===== src/rtl/gpu_io_pkg.sv =====
// Shared definitions for the per-core thread register window and the
// command sequencer that consumes it.
//   - byte offsets of the status/control words and the first command slot
//   - bit positions of status.busy and control.start
//   - END opcode value and the bit range of the opcode field in word0
//   - sequencer state encoding
package gpu_io_pkg;

    localparam int STATUS_OFFSET     = 4;
    localparam int CONTROL_OFFSET    = 8;
    localparam int CMD_BASE_OFFSET   = 12;

    localparam int STATUS_BUSY_BIT   = 0;
    localparam int CONTROL_START_BIT = 0;

    localparam logic [7:0] OPCODE_END = 8'h00;
    localparam int OPCODE_LSB        = 0;
    localparam int OPCODE_MSB        = 7;

    typedef enum logic [2:0] {
        POLL,
        SET_BUSY,
        FETCH,
        ISSUE,
        DRAIN,
        CLR_CTRL,
        CLR_STAT
    } seq_state_t;

endpackage


===== src/rtl/thread_command_sequencer.sv =====
// Per-core command sequencer. Polls the control word of the thread register
// window, marks the thread busy, fetches each 96-bit command and hands it
// to the execution unit over valid/ready, then waits for the core to go idle
// and clears control and status.
//
// Ports:
//   gpu_clk, gpu_reset      clock, synchronous active-high reset
//   reg_address             byte address into the window (port B)
//   reg_rd_data             read data, valid the cycle after reg_address
//   reg_wr_data, reg_wr_en  write data and byte enables
//   cmd_valid/ready/data    command handshake to the execution unit
//   cmd_index               slot number of the presented command
//   core_idle               core has no command in flight
//   seq_busy                sequencer is outside POLL
//
// state    | meaning
// ---------+--------------------------------------------------------
// POLL     | read control every cycle, start a run on start bit
// SET_BUSY | write status = busy
// FETCH    | read the three words of command k (4 cycles)
// ISSUE    | present command k until cmd_ready
// DRAIN    | wait for the core to finish in-flight work
// CLR_CTRL | write control = 0
// CLR_STAT | write status = 0
module thread_command_sequencer
    import gpu_io_pkg::*;
#(
    parameter int COMMAND_COUNT     = 4,
    parameter int BYTES_PER_WORD    = 4,
    parameter int BYTES_PER_COMMAND = 12,
    parameter int ADDR_W            = $clog2(12 + BYTES_PER_COMMAND * COMMAND_COUNT),
    localparam int IDX_W            = (COMMAND_COUNT > 1) ? $clog2(COMMAND_COUNT) : 1
) (
    input  logic              gpu_clk,
    input  logic              gpu_reset,
    output logic [ADDR_W-1:0] reg_address,
    input  logic [31:0]       reg_rd_data,
    output logic [31:0]       reg_wr_data,
    output logic [3:0]        reg_wr_en,
    output logic              cmd_valid,
    input  logic              cmd_ready,
    output logic [95:0]       cmd_data,
    output logic [IDX_W-1:0]  cmd_index,
    input  logic              core_idle,
    output logic              seq_busy
);

    localparam logic [IDX_W-1:0]  LAST_IDX  = IDX_W'(COMMAND_COUNT - 1);
    localparam logic [ADDR_W-1:0] ADDR_CTRL = ADDR_W'(CONTROL_OFFSET);
    localparam logic [ADDR_W-1:0] ADDR_STAT = ADDR_W'(STATUS_OFFSET);

    seq_state_t        state_q;
    logic [IDX_W-1:0]  k_q;
    logic [1:0]        fcnt_q;
    logic [31:0]       w0_q;
    logic [31:0]       w1_q;
    logic              poll_armed_q;
    logic [ADDR_W-1:0] reg_address_q;
    logic [31:0]       reg_wr_data_q;
    logic [3:0]        reg_wr_en_q;
    logic              cmd_valid_q;
    logic [95:0]       cmd_data_q;
    logic [IDX_W-1:0]  cmd_index_q;
    logic              seq_busy_q;

    function automatic logic [ADDR_W-1:0] slot_addr(input logic [IDX_W-1:0] k,
                                                    input logic [1:0] w);
        int a;
        a = CMD_BASE_OFFSET + BYTES_PER_COMMAND * int'(k) + BYTES_PER_WORD * int'(w);
        return ADDR_W'(a);
    endfunction

    // Outputs are registered: every transition loads the bus values that
    // belong to the state being entered, so they line up with state_q.
    always_ff @(posedge gpu_clk) begin
        if (gpu_reset) begin
            state_q       <= POLL;
            k_q           <= '0;
            fcnt_q        <= '0;
            w0_q          <= '0;
            w1_q          <= '0;
            poll_armed_q  <= 1'b0;
            reg_address_q <= ADDR_CTRL;
            reg_wr_data_q <= '0;
            reg_wr_en_q   <= '0;
            cmd_valid_q   <= 1'b0;
            cmd_data_q    <= '0;
            cmd_index_q   <= '0;
            seq_busy_q    <= 1'b0;
        end else begin
            case (state_q)
                POLL: begin
                    reg_address_q <= ADDR_CTRL;
                    // The first sample after entry reflects whatever address
                    // was driven before POLL, so it is skipped.
                    poll_armed_q  <= 1'b1;
                    if (poll_armed_q && reg_rd_data[CONTROL_START_BIT]) begin
                        state_q       <= SET_BUSY;
                        reg_address_q <= ADDR_STAT;
                        reg_wr_en_q   <= 4'hF;
                        reg_wr_data_q <= 32'h1 << STATUS_BUSY_BIT;
                        seq_busy_q    <= 1'b1;
                    end
                end
                SET_BUSY: begin
                    state_q       <= FETCH;
                    k_q           <= '0;
                    fcnt_q        <= '0;
                    reg_address_q <= slot_addr('0, 2'd0);
                    reg_wr_en_q   <= '0;
                    reg_wr_data_q <= '0;
                end
                FETCH: begin
                    fcnt_q <= fcnt_q + 2'd1;
                    // Park on the control word after the last read so no
                    // command slot is touched outside FETCH.
                    if (fcnt_q < 2'd2) begin
                        reg_address_q <= slot_addr(k_q, fcnt_q + 2'd1);
                    end else begin
                        reg_address_q <= ADDR_CTRL;
                    end
                    case (fcnt_q)
                        2'd1: w0_q <= reg_rd_data;
                        2'd2: w1_q <= reg_rd_data;
                        2'd3: begin
                            if (w0_q[OPCODE_MSB:OPCODE_LSB] == OPCODE_END) begin
                                state_q <= DRAIN;
                            end else begin
                                state_q     <= ISSUE;
                                cmd_valid_q <= 1'b1;
                                cmd_data_q  <= {reg_rd_data, w1_q, w0_q};
                                cmd_index_q <= k_q;
                            end
                        end
                        default: ;
                    endcase
                end
                ISSUE: begin
                    if (cmd_ready) begin
                        cmd_valid_q <= 1'b0;
                        if (k_q == LAST_IDX) begin
                            state_q <= DRAIN;
                        end else begin
                            state_q       <= FETCH;
                            k_q           <= k_q + 1'b1;
                            fcnt_q        <= '0;
                            reg_address_q <= slot_addr(k_q + 1'b1, 2'd0);
                        end
                    end
                end
                DRAIN: begin
                    if (core_idle) begin
                        state_q       <= CLR_CTRL;
                        reg_address_q <= ADDR_CTRL;
                        reg_wr_en_q   <= 4'hF;
                        reg_wr_data_q <= '0;
                    end
                end
                CLR_CTRL: begin
                    state_q       <= CLR_STAT;
                    reg_address_q <= ADDR_STAT;
                    reg_wr_en_q   <= 4'hF;
                    reg_wr_data_q <= '0;
                end
                CLR_STAT: begin
                    state_q       <= POLL;
                    reg_address_q <= ADDR_CTRL;
                    reg_wr_en_q   <= '0;
                    reg_wr_data_q <= '0;
                    seq_busy_q    <= 1'b0;
                    poll_armed_q  <= 1'b0;
                end
                default: begin
                    state_q       <= POLL;
                    reg_address_q <= ADDR_CTRL;
                    reg_wr_en_q   <= '0;
                    cmd_valid_q   <= 1'b0;
                    seq_busy_q    <= 1'b0;
                    poll_armed_q  <= 1'b0;
                end
            endcase
        end
    end

    assign reg_address = reg_address_q;
    assign reg_wr_data = reg_wr_data_q;
    assign reg_wr_en   = reg_wr_en_q;
    assign cmd_valid   = cmd_valid_q;
    assign cmd_data    = cmd_data_q;
    assign cmd_index   = cmd_index_q;
    assign seq_busy    = seq_busy_q;

endmodule


===== config.mk =====
export PLATFORM = sky130hd
export DESIGN_NAME = thread_command_sequencer
export DESIGN_NICKNAME = d
export VERILOG_FILES = /design/src/rtl/gpu_io_pkg.sv /design/src/rtl/thread_command_sequencer.sv
export SDC_FILE = /design/constraint.sdc
export NUM_CORES = 1
export LEC_CHECK = 0
export BUFFER_PORTS_ARGS = -buffer_cell sky130_fd_sc_hd__buf_2
export CAP_MARGIN = 20
export CORE_ASPECT_RATIO = 0.6
export CORE_UTILIZATION = 48
export DETAILED_ROUTE_END_ITERATION = 6
export PLACE_DENSITY = 0.78
export SLEW_MARGIN = 20
export SYNTH_ARGS = -nofsm -noshare
export SYNTH_HDL_FRONTEND = slang
export SYNTH_SLANG_ARGS = --single-unit

===== constraint.sdc =====
create_clock -name gpu_clk -period 2.1 [get_ports gpu_clk]
set_input_delay 0.21 -clock gpu_clk [delete_from_list [all_inputs] [get_ports gpu_clk]]
set_output_delay 0.21 -clock gpu_clk [all_outputs]
set_load 0.02 [all_outputs]

==> results.toml, run 1 <==
[critical_path]
r2r_setup_slack_ns = 0.001
slowest_delay_ns = 0.50
cpMostUsedCell = "ha_4"
crit_required_ns = 2.42
cpMaxStageDelayCell = "fa_1"
reg2reg_depth = 10
worstSetupEndpointType = "flop"
crit_chain = "inv_2 > ha_4 > fa_1 > inv_2 > ha_4 > ha_4 > nor2_4 > xnor2_1 > a22oi_1 > o32ai_1"
arrival_ns = 2.42
rr_endpoint = "reg_address[5]"
path_max_fanout = 2
worstSetupPathType = "reg -> reg"
critPathLaunchType = "flop"
regToRegStartpoint = "fcnt_q[0]"

[floorplanning]
die_y_um = 95.0
start_util = 0.499
pin_count = 178
die-area_mm2 = 0.0149
rows = 33
coreArea_mm2 = 0.0139
die_w_um = 157

[clock_network]
clk_latency_ns = 0.41
clock-sinks = 178
cts-root-buf = "clkbuf_16"
htreeDepth = 4
cts_buffer_depth = 2
clk_pin_slew_ns = 0.07
cts_tree = "yes"
hold_buffers = 0
cts_made_buffers = 17
post_cts_buffers = 0

[global_route]
grt_pass1_vias = 5178
grt_usage = 0.220
antenna_found_initial = 0
gr-total-overflow = 0
grt_pass1_wl_mm = 25.8
grt_max_degree = 62

[logic_synthesis]
ys_types = 44
synth-edff-count = 0
netlist_instances = 886
synth-seq-cells = 178
synthArstFlopShare = 0
yosys_warnings = 0
ys_seq_area_frac = 0.515
synth_ff_type = "dfxtp_1"
avgSynthCellArea_um2 = 7.82
syn_area_mm2 = 0.00692

[routing]
wirelength_mm = 16.4
firstDrtPassIters = 6
drc_errors = 0
drt_iter0_markers = 427
vias = 6068
ant_nets = 0
viasPerCell = 5.00
route.detailed.wl_per_inst_um = 13.6

[pwr]
p_leak_nw = 3.36
ir_drop_uv = 579
power_mw = 7.76
power_density_mw_per_mm2 = 928

[placement]
io_buffers = 144
dpl_cell_area_mm2 = 0.00775
routabilityCongestion = 0.895
hpwl_mm = 10.8
dp.cells = 1181

[timing]
setup_viol = 0
period_minus_slack_ns = 2.10
worst_slew_pin_slew_ns = 0.647
rsz0062_at_grt = "true"
max_freq_mhz = 477
finalMaxSlewViolations = 0
slew_headroom = 0.567
fin_skew_ns = 0.0119
tns_ns = 0
fin_hold_ws_ns = 0.0531
finalHoldViolCount = 0
post-route-period-util = 0.999

[layout]
final_nets = 1054
area_growth_pct = 20.9
stdcell_count = 1213
design_area_mm2 = 0.00837
drive_above_1_share = 0.211
n_antenna_cell = 0

[min_path]
holdPathStages = 3
hp-start = "reg_rd_data[26]"
hold_end = "cmd_data[90]"
worst_hold_path_type = "in -> reg"

[run]
cap_violations = 0

[run_status]
status = "completed"
-- power by group --
part	internal (mW)	switching, mW	leakage (nW)	total, mW
Sequential	3.46	0.0754	1.44	3.54
Combinational	0.395	0.713	1.63	1.11
Clock	1.65	1.46	0.291	3.12
-- sequential cells by signal, indices dropped and copies added, names as in the netlist, 2 cells and up --
register	cells
k_q	2
state_q	3
w0_q	32
cmd_index	2
reg_address	4
fcnt_q	2
w1_q	32
cmd_data	96
-- routing by layer --
| metal | vias to the layer above | track usage | share of wire |
|---|---|---|---|
| li1 | 3067 | - | - |
| met1 | 2824 | 0.314 | 0.50 |
| met2 | 172 | 0.334 | 0.44 |
| met3 | 5 | 0.0550 | 0.060 |
| met4 | 0 | 0.0461 | 0.0026 |
| met5 | - | 0 | 0 |
-- layout make-up --
cell class,count,area (um2)
multi-input cells,632,2960
clock buffers,19,453
flip-flops and latches,178,3570
fillers,1291,5500
well taps,192,240
clock inverters,13,134
repair buffers,169,973
inverters,10,37.5
-- worst max-delay path, delay by kind of cell, from the launching register on --
family | cells | cell delay (ns)
AND/OR/NAND/NOR | 1 | 0.09
flip-flops | 1 | 0.35
buffers and inverters | 2 | 0.09
XOR/XNOR | 1 | 0.12
adder cells (fa/ha/maj) | 4 | 1.03
AO/OA/AOI/OAI | 2 | 0.34
-- per-stage QoR --
step / setup slack, ns / util
CTS: 0.00431 / 0.601
global placement: -0.0129 / 0.559
floorplan: 0.00688 / -
detailed placement: -0.0889 / 0.559
finish: 0.00138 / 0.603
global route: -0.100 / 0.603
-- logic make-up after synthesis --
logic type               synth area share
adder cells (fa/ha/maj)            0.0192
XOR/XNOR                          0.00127
buffers and inverters              0.0837
flip-flops                          0.515
AND/OR/NAND/NOR                     0.219
AO/OA/AOI/OAI                       0.162
other                            0.000542
-- how the worst max path moves through the flow --
stage / start / endpoint / slack [ns]
final: fcnt_q[0] / reg_address[5] / 0.001
after global routing: fcnt_q[0] / reg_address[5] / -0.10
after CTS: fcnt_q[0] / reg_address[5] / 0.004
after detailed placement: fcnt_q[0] / reg_address[5] / -0.09
after global placement: fcnt_q[0] / reg_address[5] / -0.01
after floorplan: fcnt_q[0] / reg_address[5] / 0.007
-- synthesized netlist by cell type, types with 2 or more instances --
cell type | count | share of area
nand2_1 | 336 | 0.18
a31oi_1 | 5 | 0.0045
nor2b_1 | 3 | 0.0027
o31ai_1 | 2 | 0.0022
dfxtp_1 | 178 | 0.51
a21oi_1 | 172 | 0.12
buf_4 | 37 | 0.040
buf_2 | 10 | 0.0072
nor4b_1 | 2 | 0.0025
and3_1 | 2 | 0.0018
nand3b_1 | 2 | 0.0022
clkbuf_1 | 48 | 0.026
o22ai_1 | 2 | 0.0018
o21ai_0 | 9 | 0.0065
nor3_1 | 9 | 0.0065
nand2b_1 | 6 | 0.0054
and2_0 | 2 | 0.0018
nor2_1 | 12 | 0.0065
ha_1 | 9 | 0.016
o211ai_1 | 2 | 0.0022
a311oi_1 | 2 | 0.0025
inv_1 | 10 | 0.0054
a22oi_1 | 2 | 0.0022
a21o_1 | 2 | 0.0022
buf_6 | 3 | 0.0049
-- cell usage in the layout, fill, tap and decap left out, types with 6 or more instances in the layout --
master | synthesis | layout
a21oi_1 | 172 | 172
buf_4 | 37 | 21
ha_1 | 9 | 6
nor2_1 | 12 | 11
dfxtp_1 | 178 | 176
clkbuf_16 | 0 | 17
conb_1 | 1 | 33
nor3_1 | 9 | 9
nand2_1 | 336 | 336
buf_2 | 10 | 143
o21ai_0 | 9 | 9
nand2b_1 | 6 | 6
inv_1 | 10 | 8
-- what timing repair did --
item                                    4_1_cts  5_1_grt
pin swaps                                     6        5
endpoints found under the setup margin        1        2
gates cloned                                  0        0
gates resized for setup                       3        4
Power figures use the tool's default switching activity.
==> run 2, diff against run 1 <==
- CORE_UTILIZATION: 48 -> 45
- PLACE_DENSITY: 0.78 -> 0.74
- RECOVER_POWER: default -> 100
==> results.toml, run 2 (same netlist as run 1, synthesis figures left out) <==
[run_status]
status = "completed"

[clock_network]
cts_buffer_depth = 2
clk_latency_ns = 0.42
clock-sinks = 178
post_cts_buffers = 0
cts-root-buf = "clkbuf_16"
htreeDepth = 4
clk_pin_slew_ns = 0.07
cts_made_buffers = 17
cts_tree = "yes"

[layout]
largest_reg_flops = 96
final_nets = 1057
final_common_cell = "nand2_1"
fillers = 1446
final_cell_mix = "nand2_1 (336), dfxtp_1 (176), a21oi_1 (171), clkbuf_1 (110), buf_2 (34)"
n_antenna_cell = 0
area_growth_pct = 20.3
stdcell_count = 1221
drive_above_1_share = 0.107

[pwr]
seq_power_share = 0.436
power_density_mw_per_mm2 = 971
pwr-share-clk = 0.423
p_leak_nw = 2.91
p_sw_mw = 2.19
power_mw = 8.09
ir_drop_uv = 456
intPower_mw = 5.90
sw_frac_of_total = 0.270
p_comb_frac = 0.141

[timing]
finalHoldViolCount = 0
worst_slack_ns = 0.0552
rsz0062_at_grt = "true"
fin_skew_ns = 0.0122
fin_hold_ws_ns = 0.0524
post-route-period-util = 0.974
worst_slew_pin_slew_ns = 0.545
slew_headroom = 0.636
finalMaxSlewViolations = 0
max_freq_mhz = 489
period_minus_slack_ns = 2.04
setup_viol = 0
tns_ns = 0

[global_route]
grt_usage = 0.219
antenna_found_initial = 0
grt_max_degree = 87
grt_pass1_wl_mm = 27.7
grt_pass1_vias = 5440
gr-total-overflow = 0

[critical_path]
cpMaxStageDelayCell = "fa_1"
worstSetupPathType = "reg -> reg"
cpMostUsedCell = "ha_4"
worstSetupEndpointType = "flop"
slowest_delay_ns = 0.49
path_max_fanout = 2
crit_chain = "inv_2 > ha_4 > fa_1 > inv_2 > ha_4 > ha_4 > nor2_4 > xnor2_1 > a22oi_1 > o32ai_1"
arrival_ns = 2.38
r2r_setup_slack_ns = 0.06
crit_required_ns = 2.43
critPathLaunchType = "flop"

[routing]
route.detailed.wl_per_inst_um = 14.2
wirelength_mm = 17.3
drt_iter0_markers = 528
ant_nets = 0
drc_errors = 0
firstDrtPassIters = 5
vias = 6161
viasPerCell = 5.05

[min_path]
worst_hold_path_type = "in -> reg"

[floorplanning]
die-area_mm2 = 0.0159
coreArea_mm2 = 0.0148
pin_count = 178
start_util = 0.469
die_w_um = 162
rows = 34
die_y_um = 98.1

[placement]
place_ws_ns = -0.0780
io_buffers = 144
dp.cells = 1190
routabilityCongestion = 0.852
hpwl_mm = 11.3

[run]
cap_violations = 0
run 2: worst paths after layout:
check,from,end,depth (start not counted)
worst min register to register,w0_q[18],cmd_data[18],2
worst min-delay path,reg_rd_data[26],cmd_data[90],3
worst max register to register,fcnt_q[0],reg_address[5],10
worst max-delay path,fcnt_q[0],reg_address[5],10
run 2: what timing repair did:
item                       CTS  global route
pin swaps                    4             2
setup endpoints to repair    1             2
hold buffers                 0             0
resized for setup            2             7
run 2: area by class of cell:
cell class | count | area [um2] | share of cell area
clock inverter | 13 | 196 | 0.0236
timing repair buffer | 172 | 872 | 0.105
tap | 198 | 248 | 0.0297
multi-input combinational | 632 | 2970 | 0.357
inverter | 10 | 37.5 | 0.00450
sequential | 178 | 3570 | 0.428
clock buffer | 18 | 439 | 0.0527
run 2: per-layer routing:
metal,wire [um],vias to the layer above,part of all wire,track usage
li1,-,3066,-,-
met4,59,0,0.0034,0.0406
met2,7560,190,0.44,0.318
met5,0,-,0,0
met3,1170,6,0.068,0.0633
met1,8510,2899,0.49,0.322
run 2: through the flow:
stage                      util  instance area (um2)
after floorplan               -                 7060
after global placement    0.528                 7800
after detailed placement  0.528                 7800
after CTS                 0.572                 8440
after global routing      0.565                 8330
final                     0.565                 8330
run 2: critical path, delay by kind of cell, from the launching register on:
kind / cells / cell delay [ns]
adder cells (fa/ha/maj): 4 / 1.00
flip-flops: 1 / 0.35
AO/OA/AOI/OAI: 2 / 0.32
XOR/XNOR: 1 / 0.13
buffers and inverters: 2 / 0.09
AND/OR/NAND/NOR: 1 / 0.07
run 2: power by group through the flow:
stage | combinational [mW] | clock, mW | sequential [mW]
2_1_floorplan | 0.748 | 0 | 3.65
3_3_place_gp | 1.07 | 0 | 3.60
3_5_place_dp | 1.09 | 0 | 3.60
4_1_cts | 1.10 | 3.47 | 3.53
5_1_grt | 1.26 | 3.64 | 3.54
6_report | 1.14 | 3.42 | 3.53
